<file path="src/rtl/uart_tx_arbiter_if.sv">
// Interface bundling the requester-side and transmitter-side signals of
// uart_tx_arbiter. The slave modport is the arbiter's view. The master
// modport is the view of the environment driving it.
interface uart_tx_arbiter_if #(
  parameter int NUM_REQ   = 4,
  parameter int BYTESIZES = 8
);
  localparam int IW = $clog2(NUM_REQ);

  logic [NUM_REQ-1:0]           req_valid;
  logic [NUM_REQ*BYTESIZES-1:0] req_data;
  logic [NUM_REQ-1:0]           req_last;
  logic [NUM_REQ-1:0]           req_ready;
  logic                         tx_valid;
  logic [BYTESIZES-1:0]         tx_data;
  logic                         tx_done;
  logic [IW-1:0]                grant_id;
  logic                         busy;
  logic                         err_timeout;

  modport slave (
    input  req_valid, req_data, req_last, tx_done,
    output req_ready, tx_valid, tx_data, grant_id, busy, err_timeout
  );

  modport master (
    output req_valid, req_data, req_last, tx_done,
    input  req_ready, tx_valid, tx_data, grant_id, busy, err_timeout
  );
endinterface

</file>
<file path="src/rtl/uart_tx_arbiter.sv">
// uart_tx_arbiter: round-robin sharing of one UART TX channel among
// NUM_REQ byte producers, with a valid/done handshake to the transmitter
// and a timeout that abandons a transfer whose tx_done never arrives.
// Optional macro UART_ARB_LOCK_EN: packet lock. The arbiter stays with
// one requester until that requester's req_last byte has been accepted.
module uart_tx_arbiter #(
  parameter int NUM_REQ    = 4,
  parameter int BYTESIZES  = 8,
  parameter int TX_TIMEOUT = 100000
) (
  input logic              clock,
  input logic              reset,
  uart_tx_arbiter_if.slave bus
);
  localparam int IW = $clog2(NUM_REQ);
  localparam int CW = $clog2(TX_TIMEOUT + 1);
  localparam logic [CW-1:0] CNT_LAST = CW'(TX_TIMEOUT - 1);
  localparam logic [IW-1:0] IDX_LAST = IW'(NUM_REQ - 1);

  typedef enum logic [0:0] {
    IDLE = 1'b0,
    BUSY = 1'b1
  } state_t;

  state_t               state_r;
  logic [IW-1:0]        ptr_r;
  logic [IW-1:0]        grant_id_r;
  logic [CW-1:0]        cnt_r;
  logic                 tx_valid_r;
  logic [BYTESIZES-1:0] tx_data_r;
  logic                 busy_r;
  logic                 err_timeout_r;

  logic [NUM_REQ-1:0]   elig_s;
  logic                 found_s;
  logic [IW-1:0]        sel_s;
  logic [BYTESIZES-1:0] sel_byte_s;
  logic [NUM_REQ-1:0]   req_ready_s;

  // Index of the requester after i, wrapping NUM_REQ-1 back to 0.
  function automatic logic [IW-1:0] next_idx(input logic [IW-1:0] i);
    return (i == IDX_LAST) ? {IW{1'b0}} : i + IW'(1);
  endfunction

  // One-hot vector with bit i set.
  function automatic logic [NUM_REQ-1:0] onehot(input logic [IW-1:0] i);
    logic [NUM_REQ-1:0] v;
    v    = {NUM_REQ{1'b0}};
    v[i] = 1'b1;
    return v;
  endfunction

`ifdef UART_ARB_LOCK_EN
  logic lock_r;

  // While a packet is open, only its owner may compete for the channel.
  always_comb begin
    elig_s = bus.req_valid;
    if (lock_r) begin
      elig_s = bus.req_valid & onehot(grant_id_r);
    end else begin
      elig_s = bus.req_valid;
    end
  end
`else
  logic unused_last_s;
  assign unused_last_s = ^bus.req_last;

  // Without packet lock every pending requester is eligible.
  always_comb begin
    elig_s = bus.req_valid;
  end
`endif

  // Round-robin search. The first eligible requester found from ptr upward
  // (modulo NUM_REQ) wins.
  always_comb begin
    logic [IW-1:0] idx_v;
    found_s = 1'b0;
    sel_s   = ptr_r;
    idx_v   = ptr_r;
    for (int k = 0; k < NUM_REQ; k++) begin
      if (!found_s && elig_s[idx_v]) begin
        found_s = 1'b1;
        sel_s   = idx_v;
      end else begin
        found_s = found_s;
      end
      idx_v = next_idx(idx_v);
    end
  end

  assign sel_byte_s = bus.req_data[sel_s*BYTESIZES +: BYTESIZES];

  // Accept strobe depends only on registered state and req_valid. It has
  // no path from tx_done.
  always_comb begin
    req_ready_s = {NUM_REQ{1'b0}};
    if ((state_r == IDLE) && found_s) begin
      req_ready_s = onehot(sel_s);
    end else begin
      req_ready_s = {NUM_REQ{1'b0}};
    end
  end

  // Controller FSM: accept a byte in IDLE, hold it in BUSY until tx_done
  // arrives or the timeout expires.
  always_ff @(posedge clock) begin
    if (reset) begin
      state_r       <= IDLE;
      ptr_r         <= {IW{1'b0}};
      grant_id_r    <= {IW{1'b0}};
      cnt_r         <= {CW{1'b0}};
      tx_valid_r    <= 1'b0;
      tx_data_r     <= {BYTESIZES{1'b0}};
      busy_r        <= 1'b0;
      err_timeout_r <= 1'b0;
`ifdef UART_ARB_LOCK_EN
      lock_r        <= 1'b0;
`endif
    end else begin
      err_timeout_r <= 1'b0;
      case (state_r)
        IDLE: begin
          if (found_s) begin
            tx_data_r  <= sel_byte_s;
            tx_valid_r <= 1'b1;
            grant_id_r <= sel_s;
            cnt_r      <= {CW{1'b0}};
            busy_r     <= 1'b1;
            state_r    <= BUSY;
`ifdef UART_ARB_LOCK_EN
            if (bus.req_last[sel_s]) begin
              ptr_r  <= next_idx(sel_s);
              lock_r <= 1'b0;
            end else begin
              lock_r <= 1'b1;
            end
`else
            ptr_r      <= next_idx(sel_s);
`endif
          end
        end
        BUSY: begin
          if (bus.tx_done) begin
            tx_valid_r <= 1'b0;
            busy_r     <= 1'b0;
            state_r    <= IDLE;
          end else if (cnt_r == CNT_LAST) begin
            tx_valid_r    <= 1'b0;
            busy_r        <= 1'b0;
            err_timeout_r <= 1'b1;
            state_r       <= IDLE;
`ifdef UART_ARB_LOCK_EN
            // An abort closes any open packet. The pointer moves past the owner.
            ptr_r  <= next_idx(grant_id_r);
            lock_r <= 1'b0;
`endif
          end else begin
            cnt_r <= cnt_r + CW'(1);
          end
        end
        default: begin
          state_r    <= IDLE;
          tx_valid_r <= 1'b0;
          busy_r     <= 1'b0;
        end
      endcase
    end
  end

  assign bus.req_ready   = req_ready_s;
  assign bus.tx_valid    = tx_valid_r;
  assign bus.tx_data     = tx_data_r;
  assign bus.grant_id    = grant_id_r;
  assign bus.busy        = busy_r;
  assign bus.err_timeout = err_timeout_r;
endmodule

</file>
<file path="src/flat_wrapper.sv">
// flat-port wrapper written by rule: the top's interface ports become plain ports
module uart_tx_arbiter_flat 
#(
  parameter int NUM_REQ    = 4,
  parameter int BYTESIZES  = 8,
  parameter int TX_TIMEOUT = 100000
)
  (clock, reset, bus_req_valid, bus_req_data, bus_req_last, bus_tx_done, bus_req_ready, bus_tx_valid, bus_tx_data, bus_grant_id, bus_busy, bus_err_timeout);
  uart_tx_arbiter_if #(.NUM_REQ(NUM_REQ), .BYTESIZES(BYTESIZES)) bus_i ();
  input logic clock;
  input logic reset;
  input wire logic [$bits(bus_i.req_valid)-1:0] bus_req_valid;
  input wire logic [$bits(bus_i.req_data)-1:0] bus_req_data;
  input wire logic [$bits(bus_i.req_last)-1:0] bus_req_last;
  input wire logic [$bits(bus_i.tx_done)-1:0] bus_tx_done;
  output wire logic [$bits(bus_i.req_ready)-1:0] bus_req_ready;
  output wire logic [$bits(bus_i.tx_valid)-1:0] bus_tx_valid;
  output wire logic [$bits(bus_i.tx_data)-1:0] bus_tx_data;
  output wire logic [$bits(bus_i.grant_id)-1:0] bus_grant_id;
  output wire logic [$bits(bus_i.busy)-1:0] bus_busy;
  output wire logic [$bits(bus_i.err_timeout)-1:0] bus_err_timeout;
  assign bus_i.req_valid = bus_req_valid;
  assign bus_i.req_data = bus_req_data;
  assign bus_i.req_last = bus_req_last;
  assign bus_i.tx_done = bus_tx_done;
  assign bus_req_ready = bus_i.req_ready;
  assign bus_tx_valid = bus_i.tx_valid;
  assign bus_tx_data = bus_i.tx_data;
  assign bus_grant_id = bus_i.grant_id;
  assign bus_busy = bus_i.busy;
  assign bus_err_timeout = bus_i.err_timeout;
  uart_tx_arbiter #(.NUM_REQ(NUM_REQ), .BYTESIZES(BYTESIZES), .TX_TIMEOUT(TX_TIMEOUT)) u_core (.clock(clock), .reset(reset), .bus(bus_i));
endmodule
</file>
<file path="config.mk">
export PLATFORM = sky130hd
export DESIGN_NAME = uart_tx_arbiter_flat
export DESIGN_NICKNAME = d
export VERILOG_FILES = /design/src/rtl/uart_tx_arbiter_if.sv /design/src/rtl/uart_tx_arbiter.sv /design/src/flat_wrapper.sv
export SDC_FILE = /design/constraint.sdc
export NUM_CORES = 1
export LEC_CHECK = 0
export ABC_AREA = 1
export ABC_CLOCK_PERIOD_IN_PS = 2600
export BUFFER_PORTS_ARGS = -buffer_cell sky130_fd_sc_hd__buf_2
export CAP_MARGIN = 20
export CORE_ASPECT_RATIO = 0.9
export CORE_UTILIZATION = 50
export DETAILED_ROUTE_END_ITERATION = 12
export PLACE_DENSITY = 0.76
export SYNTH_ARGS = -nofsm -noshare
export SYNTH_HDL_FRONTEND = slang
export SYNTH_SLANG_ARGS = --single-unit
</file>
<file path="constraint.sdc">
create_clock -name clock -period 2.6 [get_ports clock]
set_input_delay 0 -clock clock [delete_from_list [all_inputs] [get_ports clock]]
set_output_delay 0 -clock clock [all_outputs]
set_load 0.02 [all_outputs]
</file>
==> impl_metrics.tcl, run 1 <==
set metrics [dict create \
    worstPathArrival_ns 2.40 \
    synth-compound-area-share 0.0873 \
    core_area_um2 4180 \
    clk_pin_slew_worst_paths_ns 0.06 \
    dp_slack_ns 0.249 \
    grt_pass1_vias 2051 \
    grt_remaining_overflow 0 \
    ys_seq_area_frac 0.287 \
    num_vias 2360 \
    place.detailed.hpwl_mm 3.98 \
    slowest_stage "ha_2" \
    die_h_um 65.4 \
    ant_nets 0 \
    post-route-min-period_ns 2.40 \
    synth_area_leaders "dfxtp_1 29%, nand2_1 18%, nand3_1 10%" \
    synth_cell_types 36 \
    power.density_nw_per_um2 1280 \
    regArea_um2 641 \
    seqPwrFrac 0.180 \
    cts_buffer_depth 2 \
    synth_mux_area_frac 0 \
    gp_congestion 0.921 \
    cts.sinks 32 \
    worstMarginPinSlew_ns 0.638 \
    io_buffers 55 \
    yosys_warnings 0 \
    timing.rr.end "u_core.cnt_r[7]" \
    min_to "u_core.bus.tx_data[1]" \
    dr.first_iter.drc_count 142 \
    synthCells 350 \
    synth_top_family_by_area "simple AND/OR/NAND/NOR gates" \
    drtPass1Iterations 5 \
    synth_fa_ha_area_frac 0.0112 \
    io_pins 60 \
    start_kind "register" \
    clkLatencyLatePin_ns 0.28 \
    antenna_found_initial 0 \
    grt_pass1_wl_mm 8.80 \
    post_drt_wl_per_cell_um 11.3 \
    cts_tree "yes" \
    synthSimpleGateAreaFrac 0.513 \
    end_kind "output port" \
    final_cells 466 \
    synth.largest_area_cell "dfxtp_1" \
    cts_root_buffer "clkbuf_8" \
    r2r-start "u_core.ptr_r[0]" \
    comb_power_share 0.684 \
    dieArea_um2 4740 \
    synth_top_area_frac 0.287 \
    p_int_w 0.00160 \
    nets 450 \
    yosysMostFrequentCell "nand2_1" \
    drv_slew 0 \
    htreeDepth 2 \
    drc 0 \
    rr_worst_depth 11 \
    maxCapViolations 0 \
    critical_path_class "register to output port" \
    finish.utilization 0.637 \
    synth-edff-count 0 \
    syn_nets 395 \
    syn_avg_cell_area_um2 6.38 \
    synth-seq-cells 32 \
    dp.cells 457 \
    multi_input_area_um2 1390 \
    grt_max_degree 26 \
    die-width_um 72.5 \
    cts_buffers 5 \
    syn_to_final_growth_pct 19.2 \
    initial_utilization 0.534 \
    async_flop_share 0 \
    drive_above_1_share 0.278 \
    antenna_cells 0 \
    rows 22 \
    setup_viol 0 \
    ir_drop_v 0.000719 \
    yosys-top-cells-count "107 x nand2_1, 46 x nand3_1, 32 x dfxtp_1" \
    net-switching-power_w 0.00180 \
    critPathTopFamily "simple AND/OR/NAND/NOR gates" \
    clock_skew_ns 0.00566 \
    viasPerCell 5.06 \
    worstPathMaxFanout 7 \
    sw_frac_of_total 0.530 \
    setup_ws_ns 0.201 \
    grtUsageTotal 0.235 \
    max_freq_mhz 417 \
    fillers 421 \
    r2r_slack_ns 0.39 \
    post-route-period-util 0.923 \
    hold_depth 7 \
    synth_ff_type "dfxtp_1" \
    hold_path_class "primary input to register" \
    routed_wl_mm 5.27 \
    yosys.area_share.xor_xnor 0.00392 \
    crit_required_ns 2.60 \
    status "completed" \
    syn-cell-area_um2 2230 \
    finalHoldViolCount 0 \
    crit_chain "ha_2 -> inv_2 -> nor2_2 -> nand2_1 -> nand2_1 -> nand3_4 -> nand3_2 -> nand2_2 -> nor2_1 -> inv_1 -> nor2_1 -> buf_2" \
    slew_headroom 0.570 \
    slowest_delay_ns 0.41 \
    crit_buf_inv 3 \
    clock_power_share 0.136 \
    min_from "bus_req_data[25]" \
    p_leak_nw 1.30 \
]
cell families (layout without fill, tap and decap cells):
group / count (synthesis) / after routing
compound gates: 32 / 32
xor+xnor: 1 / 1
fa+ha+maj: 2 / 2
buf+inv: 47 / 103
flops: 32 / 32
simple gates: 236 / 236
power groups by stage:
stage / Combinational [W] / Sequential (W) / Clock (W)
6_report: 0.00233 / 0.000612 / 0.000464
5_1_grt: 0.00262 / 0.000619 / 0.000486
4_1_cts: 0.00231 / 0.000612 / 0.000465
3_5_place_dp: 0.00230 / 0.000623 / 0
3_3_place_gp: 0.00227 / 0.000619 / 0
2_1_floorplan: 0.00187 / 0.000696 / 0
routing by layer:
layer	vias to the layer above	track usage	wire length (µm)
met4	0	0.0294	25
met5	-	0	0
met3	5	0.0475	305
met2	67	0.401	2440
met1	1040	0.314	2500
li1	1248	-	-
placed cells by master, fill, tap and decap left out:
| cell | synthesis | layout |
|---|---|---|
| nand2_1 | 107 | 106 |
| buf_2 | 3 | 55 |
| nand3_1 | 46 | 45 |
| dfxtp_1 | 32 | 32 |
| nor2_1 | 31 | 30 |
| inv_1 | 30 | 29 |
| nand2_2 | 19 | 19 |
| a21oi_1 | 15 | 15 |
| nand4_1 | 9 | 9 |
| nor3_1 | 7 | 7 |
| inv_2 | 5 | 6 |
| o21ai_0 | 6 | 6 |
| clkbuf_8 | 0 | 5 |
| nand2_4 | 3 | 4 |
| buf_4 | 3 | 4 |
| nand3_2 | 2 | 3 |
| nor4_1 | 3 | 3 |
| or2_2 | 3 | 3 |
| nor2_4 | 2 | 2 |
| nand3_4 | 2 | 2 |
| o21a_1 | 2 | 2 |
| nand2_8 | 1 | 1 |
| nor2_8 | 1 | 1 |
| o21ai_2 | 1 | 1 |
| nor2_2 | 0 | 1 |
| a21oi_2 | 1 | 1 |
| o21ai_1 | 1 | 1 |
| o211ai_1 | 1 | 1 |
| a211oi_1 | 1 | 1 |
| a31oi_1 | 1 | 1 |
| a221oi_2 | 1 | 1 |
| a31o_2 | 1 | 1 |
| xor2_1 | 1 | 1 |
| o31ai_1 | 1 | 1 |
| ha_2 | 0 | 1 |
| ha_1 | 2 | 1 |
| bufinv_16 | 0 | 1 |
| clkbuf_1 | 3 | 1 |
| clkinv_2 | 0 | 1 |
| dlygate4sd3_1 | 0 | 1 |
final cells by class:
class | count | share of cell area
Timing Repair Buffer | 60 | 0.118
Multi-Input combinational cell | 271 | 0.523
Clock buffer | 6 | 0.0272
Tap cell | 60 | 0.0282
Inverter | 35 | 0.0493
Sequential cell | 32 | 0.240
Clock inverter | 2 | 0.0132
worst max path at each step:
stage	startpoint	endpoint	slack [ns]	cells past startpoint
after floorplan	u_core.ptr_r[0]	bus_req_ready[0]	0.34	13
after global placement	u_core.ptr_r[0]	bus_req_ready[1]	0.29	12
after detailed placement	u_core.ptr_r[0]	bus_req_ready[1]	0.25	12
after CTS	u_core.ptr_r[0]	bus_req_ready[1]	0.03	13
after global routing	u_core.ptr_r[0]	bus_req_ready[1]	-0.01	13
final	u_core.ptr_r[0]	bus_req_ready[1]	0.20	12
sequential cells by signal (all words and copies together), names as in the netlist:
register / cells
u_core.bus.tx_valid: 1
u_core.bus.err_timeout: 1
u_core.cnt_r: 17
u_core.bus.tx_data: 8
u_core.state_r: 1
u_core.ptr_r: 2
u_core.bus.grant_id: 2
per-stage QoR:
step | cell area (µm²) | power [W] | setup TNS, ns | hold slack, ns
after detailed placement | 2530 | 0.00292 | 0 | 0.206
after floorplan | 2230 | 0.00256 | 0 | 0.0787
after CTS | 2650 | 0.00339 | 0 | 0.104
after global routing | 2660 | 0.00372 | -0.0123 | 0.155
final | 2660 | 0.00340 | 0 | 0.108
after global placement | 2530 | 0.00289 | 0 | 0.199
worst min-delay path, delay by kind of cell:
kind | cells | cell delay [ns]
buf+inv | 1 | 0.08
simple gates | 6 | 0.28
timing repair:
action,in CTS,in global routing
buffers inserted,0,0
hold buffers,1,0
endpoints found under the setup margin,2,11
gates resized for setup,1,5
pin swaps,0,0
hold endpoints to repair,1,0
gates cloned,0,0
(Power assumes the default switching activity.)
==> run 2: changes to the inputs <==
- PLACE_DENSITY: 0.76 -> 0.77
==> run 2 against run 1 <==
- final area up 0.61%
- die area unchanged
- global-route usage up 0.94 points
- critical endpoint is now bus_req_ready[0]
==> impl_metrics.tcl, run 2 (synthesis gave the netlist of run 1 again) <==
set metrics [dict create \
    fin_area_um2 2680 \
    largest_reg_flops 17 \
    post_drt_wl_per_cell_um 11.3 \
    slew_headroom 0.507 \
    io_buffers 55 \
    routed_wl_mm 5.25 \
    rr_worst_depth 17 \
    min_from "bus_req_data[9]" \
    finish.utilization 0.641 \
    core_area_um2 4180 \
    status "completed" \
    cts_buffers 5 \
    clock_skew_ns 0.00641 \
    crit_required_ns 2.60 \
    num_vias 2368 \
    post-route-min-period_ns 2.36 \
    final_cell_mix "107 x nand2_1, 55 x buf_2, 45 x nand3_1" \
    grt_max_degree 26 \
    cts_tree "yes" \
    grt_remaining_overflow 0 \
    ir_drop_v 0.000610 \
    power.density_nw_per_um2 1290 \
    post-route-period-util 0.908 \
    worstPathArrival_ns 2.36 \
    dieArea_um2 4740 \
    worstPathMaxFanout 15 \
    finalHoldViolCount 0 \
    hold_depth 7 \
    antenna_cells 0 \
    syn_to_final_growth_pct 19.9 \
    gp_congestion 0.884 \
    drv_slew 0 \
    drive_above_1_share 0.275 \
    grt_pass1_vias 2129 \
    antenna_found_initial 0 \
    nets 448 \
    initial_utilization 0.534 \
    end_kind "output port" \
    cts_root_buffer "clkbuf_8" \
    critical_path_class "register to output port" \
    maxCapViolations 0 \
    die-width_um 72.5 \
    cts_buffer_depth 2 \
    grtUsageTotal 0.244 \
    io_pins 60 \
    viasPerCell 5.10 \
    drtPass1Iterations 4 \
    rows 22 \
    clk_pin_slew_worst_paths_ns 0.07 \
    place.detailed.hpwl_mm 3.93 \
    dr.first_iter.drc_count 139 \
    final.setup.tns_ns 0 \
    startpoint "u_core.ptr_r[0]" \
    htreeDepth 2 \
    grt_pass1_wl_mm 9.11 \
    p_leak_nw 1.30 \
    max_freq_mhz 424 \
    drc 0 \
    die_h_um 65.4 \
    final_common_cell "nand2_1" \
    rsz0062_at_grt "false" \
    ant_nets 0 \
    setup_viol 0 \
    worstMarginPinSlew_ns 0.733 \
    start_kind "register" \
    r2r-start "u_core.ptr_r[0]" \
    clkLatencyLatePin_ns 0.28 \
    place_area_um2 2510 \
    cts.sinks 32 \
    hold_path_class "primary input to register" \
    largest-register "u_core.cnt_r" \
]
==> run 2: cell count changes in the layout (fill, tap and decap cells not counted), sizes merged <==
cell    change
buf         -2
clkinv      -1
clkbuf      +1
==> run 2: metrics by stage <==
| step | worst slack (ns) | hold slack (ns) | cells | power, W |
|---|---|---|---|---|
| global route | 0.0511 | 0.134 | 464 | 0.00382 |
| finish | 0.239 | 0.0970 | 464 | 0.00346 |
| CTS | 0.0250 | 0.0971 | 464 | 0.00342 |
| global placement | 0.259 | 0.197 | 455 | 0.00286 |
| floorplan | 0.338 | 0.0787 | 350 | 0.00256 |
| detailed placement | 0.241 | 0.203 | 455 | 0.00288 |
==> run 2: critical path: stages, from the launching register on <==
cell and delay [ns]:
dfxtp_1 0.34, buf_4 0.17, nor2_4 0.21, nand2_1 0.13, nand3_2 0.11, nand2_4 0.07
nor2_8 0.11, nand2_2 0.10, nand2_2 0.07, nand2_2 0.06, nand2_4 0.18, nand2_8 0.13
nor3_1 0.22, buf_2 0.20
==> run 2: layout make-up <==
cell class	count	area, µm²
Clock buffer	7	96.3
Clock inverter	1	30.0
Fill cell	409	1500
Inverter	35	134
Multi-Input combinational cell	271	1400
Sequential cell	32	642
Tap cell	60	75.1
Timing Repair Buffer	58	300
==> run 2: final timing paths <==
path	end	slack, ns
setup / recovery	bus_req_ready[0]	0.24
hold / removal	u_core.bus.tx_data[1]	0.1
hold reg to reg	u_core.bus.tx_data[1]	0.46
setup reg to reg	u_core.bus.tx_data[4]	0.49
==> run 2: report_power, final <==
| group | switching [W] | internal, W | total, W |
|---|---|---|---|
| Sequential | 0.0000476 | 0.000573 | 0.000620 |
| Combinational | 0.00158 | 0.000739 | 0.00232 |
| Clock | 0.000178 | 0.000338 | 0.000516 |
| Total | 0.00181 | 0.00165 | 0.00346 |
==> run 2: routing by layer <==
metal	global-route usage	part of all wire	wire length [µm]	vias up
li1	-	-	-	1244
met1	0.320	0.48	2510	1041
met2	0.410	0.45	2370	76
met3	0.0521	0.060	316	7
met4	0.0564	0.0093	49	0
met5	0	0	0	-
==> run 2: repair_timing <==
action / CTS / global route
hold buffers: 1 / 0
endpoints found under the setup margin: 2 / 14
buffers inserted: 0 / 0
endpoints found under the hold margin: 1 / 0
resized for setup: 1 / 6
